`config.mk`:
```
export PLATFORM = sky130hd
export DESIGN_NAME = seq_det_arb_flat
export DESIGN_NICKNAME = d
export VERILOG_FILES = /design/src/rtl/seq_det_arb_if.sv /design/src/rtl/seq_det_arb.sv /design/src/flat_wrapper.sv
export SDC_FILE = /design/constraint.sdc
export NUM_CORES = 1
export LEC_CHECK = 0
export ABC_AREA = 1
export ABC_CLOCK_PERIOD_IN_PS = 2860
export CELL_PAD_IN_SITES_DETAIL_PLACEMENT = 1
export CELL_PAD_IN_SITES_GLOBAL_PLACEMENT = 1
export CORE_MARGIN = 2
export CORE_UTILIZATION = 33
export DETAILED_ROUTE_END_ITERATION = 7
export PLACE_DENSITY = 0.75
export SLEW_MARGIN = 0
export SYNTH_ARGS = -nofsm -noshare
export SYNTH_HDL_FRONTEND = slang
export SYNTH_SLANG_ARGS = --single-unit
```
`constraint.sdc`:
```
create_clock -name clk -period 2.86 [get_ports clk]
set_input_delay 0.572 -clock clk [delete_from_list [all_inputs] [get_ports clk]]
set_output_delay 0.572 -clock clk [all_outputs]
set_load 0.01 [all_outputs]
```
`src/rtl/seq_det_arb_if.sv`:
```
// Signal bundle for seq_det_arb: pattern configuration, two-requester frame
// handshake, per-requester serial bit streams and the per-frame result.
interface seq_det_arb_if #(
  parameter int MAXLEN = 8,
  parameter int CNTW   = 4
);
  logic              cfg_we;
  logic [MAXLEN-1:0] cfg_pat;
  logic [3:0]        cfg_len;
  logic [1:0]        req;
  logic [1:0]        gnt;
  logic [1:0]        bit_in;
  logic [1:0]        bit_vld;
  logic [1:0]        bit_last;
  logic              det;
  logic              res_vld;
  logic              res_id;
  logic [CNTW-1:0]   res_cnt;
  logic              busy;

  modport master (
    output cfg_we, cfg_pat, cfg_len, req, bit_in, bit_vld, bit_last,
    input  gnt, det, res_vld, res_id, res_cnt, busy
  );

  modport slave (
    input  cfg_we, cfg_pat, cfg_len, req, bit_in, bit_vld, bit_last,
    output gnt, det, res_vld, res_id, res_cnt, busy
  );
endinterface

```
`src/rtl/seq_det_arb.sv`:
```
// Two-requester round-robin arbiter feeding a serial pattern detector; the
// granted stream is matched bit by bit and a per-frame match count is reported.
module seq_det_arb #(
  parameter int MAXLEN = 8,
  parameter int CNTW   = 4
) (
  input  logic         clk,
  input  logic         reset,
  seq_det_arb_if.slave bus
);

  localparam logic [1:0] IDLE   = 2'd0;
  localparam logic [1:0] RUN    = 2'd1;
  localparam logic [1:0] REPORT = 2'd2;

  localparam int            LW       = $clog2(MAXLEN + 1);
  localparam logic [LW-1:0] LEN_MAX  = LW'(MAXLEN);
  localparam logic [CNTW-1:0] CNT_MAX = '1;

  logic [1:0]        state_reg,   state_next;
  logic [1:0]        gnt_reg,     gnt_next;
  logic              sel_reg,     sel_next;
  logic              ptr_reg,     ptr_next;
  logic [MAXLEN-1:0] hist_reg,    hist_next;
  logic [LW-1:0]     bcnt_reg,    bcnt_next;
  logic [CNTW-1:0]   mcnt_reg,    mcnt_next;
  logic              det_reg,     det_next;
  logic              res_id_reg,  res_id_next;
  logic [CNTW-1:0]   res_cnt_reg, res_cnt_next;
  logic [MAXLEN-1:0] pat_reg,     pat_next;
  logic [LW-1:0]     len_reg,     len_next;

  logic              accept;
  logic              pick;
  logic              hit;
  logic [MAXLEN-1:0] shifted;
  logic [MAXLEN-1:0] len_mask;
  logic [LW-1:0]     bcnt_inc;
  logic [CNTW-1:0]   mcnt_inc;
  logic [LW-1:0]     len_clamped;

  // Only the granted requester's stream is ever looked at.
  assign accept   = (state_reg == RUN) && bus.bit_vld[sel_reg];
  assign shifted  = {hist_reg[MAXLEN-2:0], bus.bit_in[sel_reg]};
  assign bcnt_inc = (bcnt_reg == LEN_MAX) ? bcnt_reg : bcnt_reg + LW'(1);
  assign mcnt_inc = (mcnt_reg == CNT_MAX) ? mcnt_reg : mcnt_reg + CNTW'(1);

  // Pointer names the favoured requester; fall back to the other one.
  assign pick = bus.req[ptr_reg] ? ptr_reg : ~ptr_reg;

  genvar gi;
  generate
    for (gi = 0; gi < MAXLEN; gi++) begin : g_mask
      assign len_mask[gi] = (32'(gi) < 32'(len_reg));
    end
  endgenerate

  // A window only counts once at least L bits of this frame have arrived.
  assign hit = (((shifted ^ pat_reg) & len_mask) == '0) && (bcnt_inc >= len_reg);

  always_comb begin
    len_clamped = LW'(1);
    if (bus.cfg_len == 4'd0) begin
      len_clamped = LW'(1);
    end else if (32'(bus.cfg_len) > MAXLEN) begin
      len_clamped = LEN_MAX;
    end else begin
      len_clamped = LW'(bus.cfg_len);
    end
  end

  always_comb begin
    state_next   = state_reg;
    gnt_next     = gnt_reg;
    sel_next     = sel_reg;
    ptr_next     = ptr_reg;
    hist_next    = hist_reg;
    bcnt_next    = bcnt_reg;
    mcnt_next    = mcnt_reg;
    det_next     = 1'b0;
    res_id_next  = res_id_reg;
    res_cnt_next = res_cnt_reg;
    pat_next     = pat_reg;
    len_next     = len_reg;

    case (state_reg)
      IDLE: begin
        if (bus.cfg_we) begin
          pat_next = bus.cfg_pat;
          len_next = len_clamped;
        end
        if (bus.req != 2'b00) begin
          sel_next   = pick;
          gnt_next   = pick ? 2'b10 : 2'b01;
          hist_next  = '0;
          bcnt_next  = '0;
          mcnt_next  = '0;
          state_next = RUN;
        end
      end

      RUN: begin
        if (accept) begin
          hist_next = shifted;
          bcnt_next = bcnt_inc;
          det_next  = hit;
          if (hit) begin
            mcnt_next = mcnt_inc;
          end
          if (bus.bit_last[sel_reg]) begin
            state_next   = REPORT;
            gnt_next     = 2'b00;
            res_id_next  = sel_reg;
            res_cnt_next = hit ? mcnt_inc : mcnt_reg;
          end
        end
      end

      REPORT: begin
        ptr_next   = ~sel_reg;
        state_next = IDLE;
      end

      default: begin
        gnt_next   = 2'b00;
        state_next = IDLE;
      end
    endcase
  end

  always_ff @(posedge clk or negedge reset) begin
    if (!reset) begin
      state_reg   <= IDLE;
      gnt_reg     <= 2'b00;
      sel_reg     <= 1'b0;
      ptr_reg     <= 1'b0;
      hist_reg    <= '0;
      bcnt_reg    <= '0;
      mcnt_reg    <= '0;
      det_reg     <= 1'b0;
      res_id_reg  <= 1'b0;
      res_cnt_reg <= '0;
      pat_reg     <= '0;
      len_reg     <= LW'(1);
    end else begin
      state_reg   <= state_next;
      gnt_reg     <= gnt_next;
      sel_reg     <= sel_next;
      ptr_reg     <= ptr_next;
      hist_reg    <= hist_next;
      bcnt_reg    <= bcnt_next;
      mcnt_reg    <= mcnt_next;
      det_reg     <= det_next;
      res_id_reg  <= res_id_next;
      res_cnt_reg <= res_cnt_next;
      pat_reg     <= pat_next;
      len_reg     <= len_next;
    end
  end

  assign bus.gnt     = gnt_reg;
  assign bus.det     = det_reg;
  assign bus.res_vld = (state_reg == REPORT);
  assign bus.res_id  = res_id_reg;
  assign bus.res_cnt = res_cnt_reg;
  assign bus.busy    = (state_reg != IDLE);

endmodule

```
`src/flat_wrapper.sv`:
```
// flat-port wrapper written by rule: the top's interface ports become plain ports
module seq_det_arb_flat 
#(
  parameter int MAXLEN = 8,
  parameter int CNTW   = 4
)
  (clk, reset, bus_cfg_we, bus_cfg_pat, bus_cfg_len, bus_req, bus_bit_in, bus_bit_vld, bus_bit_last, bus_gnt, bus_det, bus_res_vld, bus_res_id, bus_res_cnt, bus_busy);
  seq_det_arb_if #(.MAXLEN(MAXLEN), .CNTW(CNTW)) bus_i ();
  input  logic clk;
  input  logic reset;
  input wire logic [$bits(bus_i.cfg_we)-1:0] bus_cfg_we;
  input wire logic [$bits(bus_i.cfg_pat)-1:0] bus_cfg_pat;
  input wire logic [$bits(bus_i.cfg_len)-1:0] bus_cfg_len;
  input wire logic [$bits(bus_i.req)-1:0] bus_req;
  input wire logic [$bits(bus_i.bit_in)-1:0] bus_bit_in;
  input wire logic [$bits(bus_i.bit_vld)-1:0] bus_bit_vld;
  input wire logic [$bits(bus_i.bit_last)-1:0] bus_bit_last;
  output wire logic [$bits(bus_i.gnt)-1:0] bus_gnt;
  output wire logic [$bits(bus_i.det)-1:0] bus_det;
  output wire logic [$bits(bus_i.res_vld)-1:0] bus_res_vld;
  output wire logic [$bits(bus_i.res_id)-1:0] bus_res_id;
  output wire logic [$bits(bus_i.res_cnt)-1:0] bus_res_cnt;
  output wire logic [$bits(bus_i.busy)-1:0] bus_busy;
  assign bus_i.cfg_we = bus_cfg_we;
  assign bus_i.cfg_pat = bus_cfg_pat;
  assign bus_i.cfg_len = bus_cfg_len;
  assign bus_i.req = bus_req;
  assign bus_i.bit_in = bus_bit_in;
  assign bus_i.bit_vld = bus_bit_vld;
  assign bus_i.bit_last = bus_bit_last;
  assign bus_gnt = bus_i.gnt;
  assign bus_det = bus_i.det;
  assign bus_res_vld = bus_i.res_vld;
  assign bus_res_id = bus_i.res_id;
  assign bus_res_cnt = bus_i.res_cnt;
  assign bus_busy = bus_i.busy;
  seq_det_arb #(.MAXLEN(MAXLEN), .CNTW(CNTW)) u_core (.clk(clk), .reset(reset), .bus(bus_i));
endmodule
```
== Yosys cells after proc, flatten, opt, wreduce, memory -nomap -nowiden ==
Index checks and enable logic that the tools add are counted.

* $lt $le $gt $ge: 12
* Muxes and demuxes: 33
* Equality and inequality tests: 7
* Reductions and logical operators: 14
* Multiply operators: 0
* Bitwise gates (word level): 5
* Divide/modulo/power cells: 0
* $add $sub $neg: 2
* Shift operators: 0

{| class="wikitable"
|+ Operators by type and width
! cell !! number
|-
| two-way mux 4 bit || 8
|-
| < comparator 3 x 4 -> 1 bit, first input constant || 4
|-
| one-hot mux 4 bit (2 select lines) || 2
|-
| two-way mux 2 bit || 7
|-
| two-way mux 7 bit || 2
|-
| one-hot mux 7 bit (2 select lines) || 1
|-
| two-way mux 1 bit || 11
|-
| AND reduction 3 bit || 3
|-
| adder 4 x 1 -> 4 bit, second input constant || 2
|-
| AND 8 bit || 1
|-
| == test 4 bit, second input constant || 2
|-
| logical NOT 8 bit || 1
|-
| < comparator 1 x 4 -> 1 bit, first input constant || 2
|-
| < comparator 2 x 4 -> 1 bit, first input constant || 2
|-
| bitwise XOR 8 bit || 1
|-
| one-hot mux 2 bit (3 select lines) || 1
|-
| nonzero test 2 bit || 3
|-
| >= comparator 4 bit || 1
|-
| > comparator 4 bit, second input constant || 1
|-
| logical NOT 4 bit || 1
|-
| < comparator 1 x 2 -> 1 bit, second input constant || 2
|-
| inequality test 2 x 1 -> 1 bit, second input constant || 2
|-
| one-hot mux 2 bit (2 select lines) || 1
|-
| AND reduction 2 bit || 2
|-
| other kinds (7) || 10
|}

* Bits in read-only memories: 0
* Input port bits: 23
* Flip-flop bits (word level): 39
* Memory bits (writable): 0
* Bits in latches: 0
* Memories: 0

== Depth between registers and ports, before layout ==
* Word-level depth: 9
* Gate-level depth with buffers: 12

== Worst setup path before layout ==
No wires, ideal clock.

* Kind: register to register
* Start: register u_core.bcnt_reg[0]
* End: register u_core.mcnt_reg[0]
* Required time: 2.742 ns
* Slack: 1.036 ns
* Data arrival time: 1.707 ns
* Cell stages (with the launch flop): 12
* Setup time: 0.118 ns
* Cells stage by stage: dfrtp_1 inv_1 ha_1 nand3_1 xor2_1 ha_1 nand4_1 nand3_1 nand3_4 nand2_1 nand3_1 nand2_1

* Longest elaborated chain between the ends: 7
* Elaborated cells between the ends (all ways): 8

{| class="wikitable"
|+ RTL lines
! what !! RTL line !! text
|-
| start: declaration || seq_det_arb.sv:25 || <nowiki>logic [LW-1:0] bcnt_reg, bcnt_next;</nowiki>
|-
| start signal: assignment || seq_det_arb.sv:151 || <nowiki>bcnt_reg <= bcnt_next;</nowiki>
|-
| adder 4 x 1 -> 4 bit or == test 4 bit (tied branches) || seq_det_arb.sv:45 || <nowiki>assign bcnt_inc = (bcnt_reg == LEN_MAX) ? bcnt_reg : bcnt_reg + LW'(1);</nowiki>
|-
| two-way mux 4 bit (*) || seq_det_arb.sv:45 ||
|-
| >= comparator 4 bit (*) || seq_det_arb.sv:59 || <nowiki>assign hit = (((shifted ^ pat_reg) & len_mask) == '0) && (bcnt_inc >= len_reg);</nowiki>
|-
| logical AND 1 bit (*) || seq_det_arb.sv:59 ||
|-
| two-way mux 4 bit (*) (2 in series) || - ||
|-
| one-hot mux 4 bit (2 select lines) (*) || - ||
|-
| end signal: assignment || seq_det_arb.sv:152 || <nowiki>mcnt_reg <= mcnt_next;</nowiki>
|-
| end: declaration || seq_det_arb.sv:26 || <nowiki>logic [CNTW-1:0] mcnt_reg, mcnt_next;</nowiki>
|}

Mark *: on every way between the ends. The rest lies on a longest branch, timed or not. The select of a mux whose other input is x is not followed.
A chain may end at the register's enable or synchronous reset.

== Worst setup path in the final report ==
* Start: register u_core.bcnt_reg[1]
* End: register u_core.mcnt_reg[0]

The elaborated chain is that of the path after synthesis.

==> impl_summary.txt <==
----------------------------------------------------
[Worst setup path]
  Crit-path leading delay family ... simple AND/OR/NAND/NOR gates
  Worst path required time ... 3.04 ns
  Worst Setup Path Type ... reg2reg
  Critical Path Start Type ... register
  CP endpoint kind ... register
  Crit path max fanout ... 5
  Worst EP arrival ... 2.34 ns
  Count of buffer and inverter cells on the critical path ... 1
  Critical-path cell list ... inv_1 > ha_1 > nand3_1 > xor2_1 > ha_1 > nand4_1 > nand3_1 > nand3_4 > nand2_1 > nand3_1 > nand2_1
  Library cell contributing the largest single delay on the critical path ... sky130_fd_sc_hd__dfrtp_1
  Worst path most repeated cell ... sky130_fd_sc_hd__nand3_1
  Slowest stage delay, CP ... 0.40 ns

[Placed design]
  Worst setup timing slack at the placement stage ... 0.562 ns
  Post-detail-place hpwl ... 3920 µm
  Cell count after placement ... 366
  RD Place Congestion ... 0.787
  Number of port buffers ... 32

[Clock tree]
  # resized after CTS ... 0
  Setup Fix Bufs, Post-CTS ... 0
  Longest Clk Path Bufs ... 2
  Root cell of the clock tree ... sky130_fd_sc_hd__clkbuf_8
  Clock tree from TritonCTS ... done
  Number of clock buffers inserted by TritonCTS ... 5
  Worst-Skew Late Latency ... 0.30 ns
  Clock sink count ... 39
  Clock-pin slew of the registers on the worst-case setup and hold paths ... 0.09 ns
  Depth of the CTS H-tree ... 2
  Cts hold-fix bufs ... 0

[Drt]
  Antenna-violating nets left ... 0
  DR vias/cell ... 4.80
  Length of the first detailed-routing pass in iterations ... 4
  DRT Wirelength ... 5010 µm
  Post-route DRC ... 0
  Routed via count ... 1797
  Routed len/inst ... 13.4 µm
  Initial drt markers ... 26

[STA]
  Setup TNS ... 0 ns
  Maximum achievable frequency ... 463 MHz
  Hold_ws ... 0.388 ns
  Worst clock skew ... 0.0128 ns
  Tcrit/Tclk final ... 0.756
  Fin. Hold Viols ... 0
  Minimum period implied by the final worst setup slack ... 2.16 ns
  Number of failing setup endpoints in the final timing report ... 0
  Final max-slew violation count ... 0
  Unrepaired setup endpoints after global routing ... no
  Max_slew headroom ... 0.411
  Slew at the pin closest to its max-slew limit ... 0.883 ns
  Final worst slack ... 0.698 ns

[Synth]
  Post-synthesis cell area ... 2060 µm²
  Share of the yosys chip area belonging to registers ... 0.475
  Synth cell count leaders ... sky130_fd_sc_hd__nand2_1 (83), sky130_fd_sc_hd__inv_1 (42), sky130_fd_sc_hd__dfrtp_1 (38)
  Mapped Nets ... 291
  Number of warnings printed during yosys synthesis ... 0
  Top cell type's share of synthesized area ... 0.463
  Largest cells by area after synthesis ... sky130_fd_sc_hd__dfrtp_1 (46%), sky130_fd_sc_hd__nand2_1 (15%), sky130_fd_sc_hd__inv_1 (7.7%), sky130_fd_sc_hd__nand3_1 (4.9%), sky130_fd_sc_hd__ha_1 (4.3%)
  Register bit total from synthesis ... 39
  Commonest register cell after synthesis ... sky130_fd_sc_hd__dfrtp_1
  Fraction of synthesis flops using an asynchronous set or reset pin ... 1.00
  Synthesized area per cell ... 7.88 µm²
  Post-synthesis instance total ... 261
  Count of cell types in the netlist ... 24
  Most area-hungry cell type in the Yosys netlist ... sky130_fd_sc_hd__dfrtp_1
  Number of enable flip-flop cells after synthesis ... 0
  Top-count cell post-synth ... sky130_fd_sc_hd__nand2_1

[Pwr]
  Switching fraction of total power ... 0.439
  Power per Cell Area ... 1040 nW/µm²
  Power share of the combinational group ... 0.474
  Cell Int Power ... 1500 µW
  Largest vdd supply drop ... 325 µV
  Proportion of power drawn by flip-flops and latches ... 0.349
  Reported net switching power ... 1170 µW
  Clock share of power ... 0.178
  Leakage power summed over all cells ... 0.00127 µW

[Floorplanning]
  Initial core utilization ... 0.345
  Placeable core region ... 5960 µm²
  Number of placed I/O pins ... 33
  Die ar. ... 6880 µm²
  Number of rows in the core area ... 28
  Die extent in x ... 82.9 µm
  Die extent in y ... 82.9 µm

[Cells and area]
  Synth-to-Final Area Change ... 25.1%
  Final core utilization ... 0.432
  Filler-free cell count of the finished design ... 374
  Layout cell share with drive strength beyond 1 ... 0.0736
  Net count reported at finish ... 328
  Number of flip-flops under the largest register name ... 8
  Inserted Diodes ... 0

[Run status]
  Result of the run ... finished, final reports clean

[Global route]
  All-layer global routing usage ... 0.162
  GRT overflow ... 0
  Vias in the first global route ... 1959
  Number of antenna violations at the first check in global routing ... 0
  Global-route wire length before repair ... 9030 µm
  Maximum number of pins on one net before global-route repair ... 40

[Worst hold path]
  Hold WC Path Type ... in2async

[Flow run]
  Max-cap violations ... 0

----------------------------------------------------
placed cells by master (no fill, tap or decap), types with 6 or more instances in the layout:
cell type                         instances
sky130_fd_sc_hd__o21ai_0                 14
sky130_fd_sc_hd__nor2_1                  10
sky130_fd_sc_hd__o22ai_1                 11
sky130_fd_sc_hd__dfrtp_1                 38
sky130_fd_sc_hd__clkdlybuf4s50_1         31
sky130_fd_sc_hd__nand3_1                 20
sky130_fd_sc_hd__nand2_1                 83
sky130_fd_sc_hd__inv_1                   42
sky130_fd_sc_hd__ha_1                     7
sky130_fd_sc_hd__a21oi_1                  6
power by group through the flow:
stage               Sequential [µW]  Combinational, µW  Clock, µW
finish                          930               1260        474
global route                    965               1470        506
CTS                             935               1290        488
detailed placement              944               1280          0
global placement                934               1240          0
floorplan                       916                879          0
per-stage QoR:
stage | total power, µW | area, µm²
final | 2670 | 2570
after global routing | 2940 | 2570
after CTS | 2710 | 2570
after detailed placement | 2230 | 2460
after global placement | 2170 | 2460
after floorplan | 1800 | 2060
path summary, 6_finish.rpt:
path                                                   startpoint                                 to  slack (ns)  cells after the start
max in group asynchronous                                   reset     u_core.mcnt_reg[3]$_DFFE_PN0P_        1.91                      1
worst max-delay path               u_core.bcnt_reg[1]$_DFFE_PN0P_     u_core.mcnt_reg[0]$_DFFE_PN0P_        0.70                     11
min in group clk                u_core.bus.res_cnt[1]$_DFFE_PN0P_  u_core.bus.res_cnt[1]$_DFFE_PN0P_        0.49                      2
worst min-delay path                                        reset      u_core.pat_reg[7]$_DFFE_PN0P_        0.39                      1
worst max register to register     u_core.bcnt_reg[1]$_DFFE_PN0P_     u_core.mcnt_reg[0]$_DFFE_PN0P_        0.70                     11
worst min register to register  u_core.bus.res_cnt[1]$_DFFE_PN0P_  u_core.bus.res_cnt[1]$_DFFE_PN0P_        0.49                      2
worst reg2reg max path, delay by kind of cell, from the launching register on:
family / cells / cell delay [ns]
buffers and inverters: 1 / 0.09
and+or+nand+nor: 7 / 0.87
adders and majority gates: 2 / 0.45
DFF: 1 / 0.40
xor gates and xnor gates: 1 / 0.22
layer usage:
layer / wire, µm / global-route usage
met1: 2310 / 0.198
met2: 2460 / 0.282
met3: 133 / 0.0268
met4: 107 / 0.0671
met5: 0 / 0
final cells by class:
cell class              instances  area, µm²
multi-input cells             174        897
well taps                      75       93.8
flip-flops and latches         39        977
clock buffers                   5       68.8
repair buffers                 32        315
inverters                      46        173
fillers                       762       3380
clock inverters                 3       46.3
cells by family (layout without fill, tap and decap cells):
family	after synthesis	after routing	share of synthesized area
compound gates	36	36	0.103
xor+xnor	6	6	0.0256
flops	39	39	0.475
fa+ha+maj	7	7	0.0426
simple gates	125	125	0.265
buf+inv	48	86	0.0882
No activity file was read; power rests on OpenSTA's default activity.
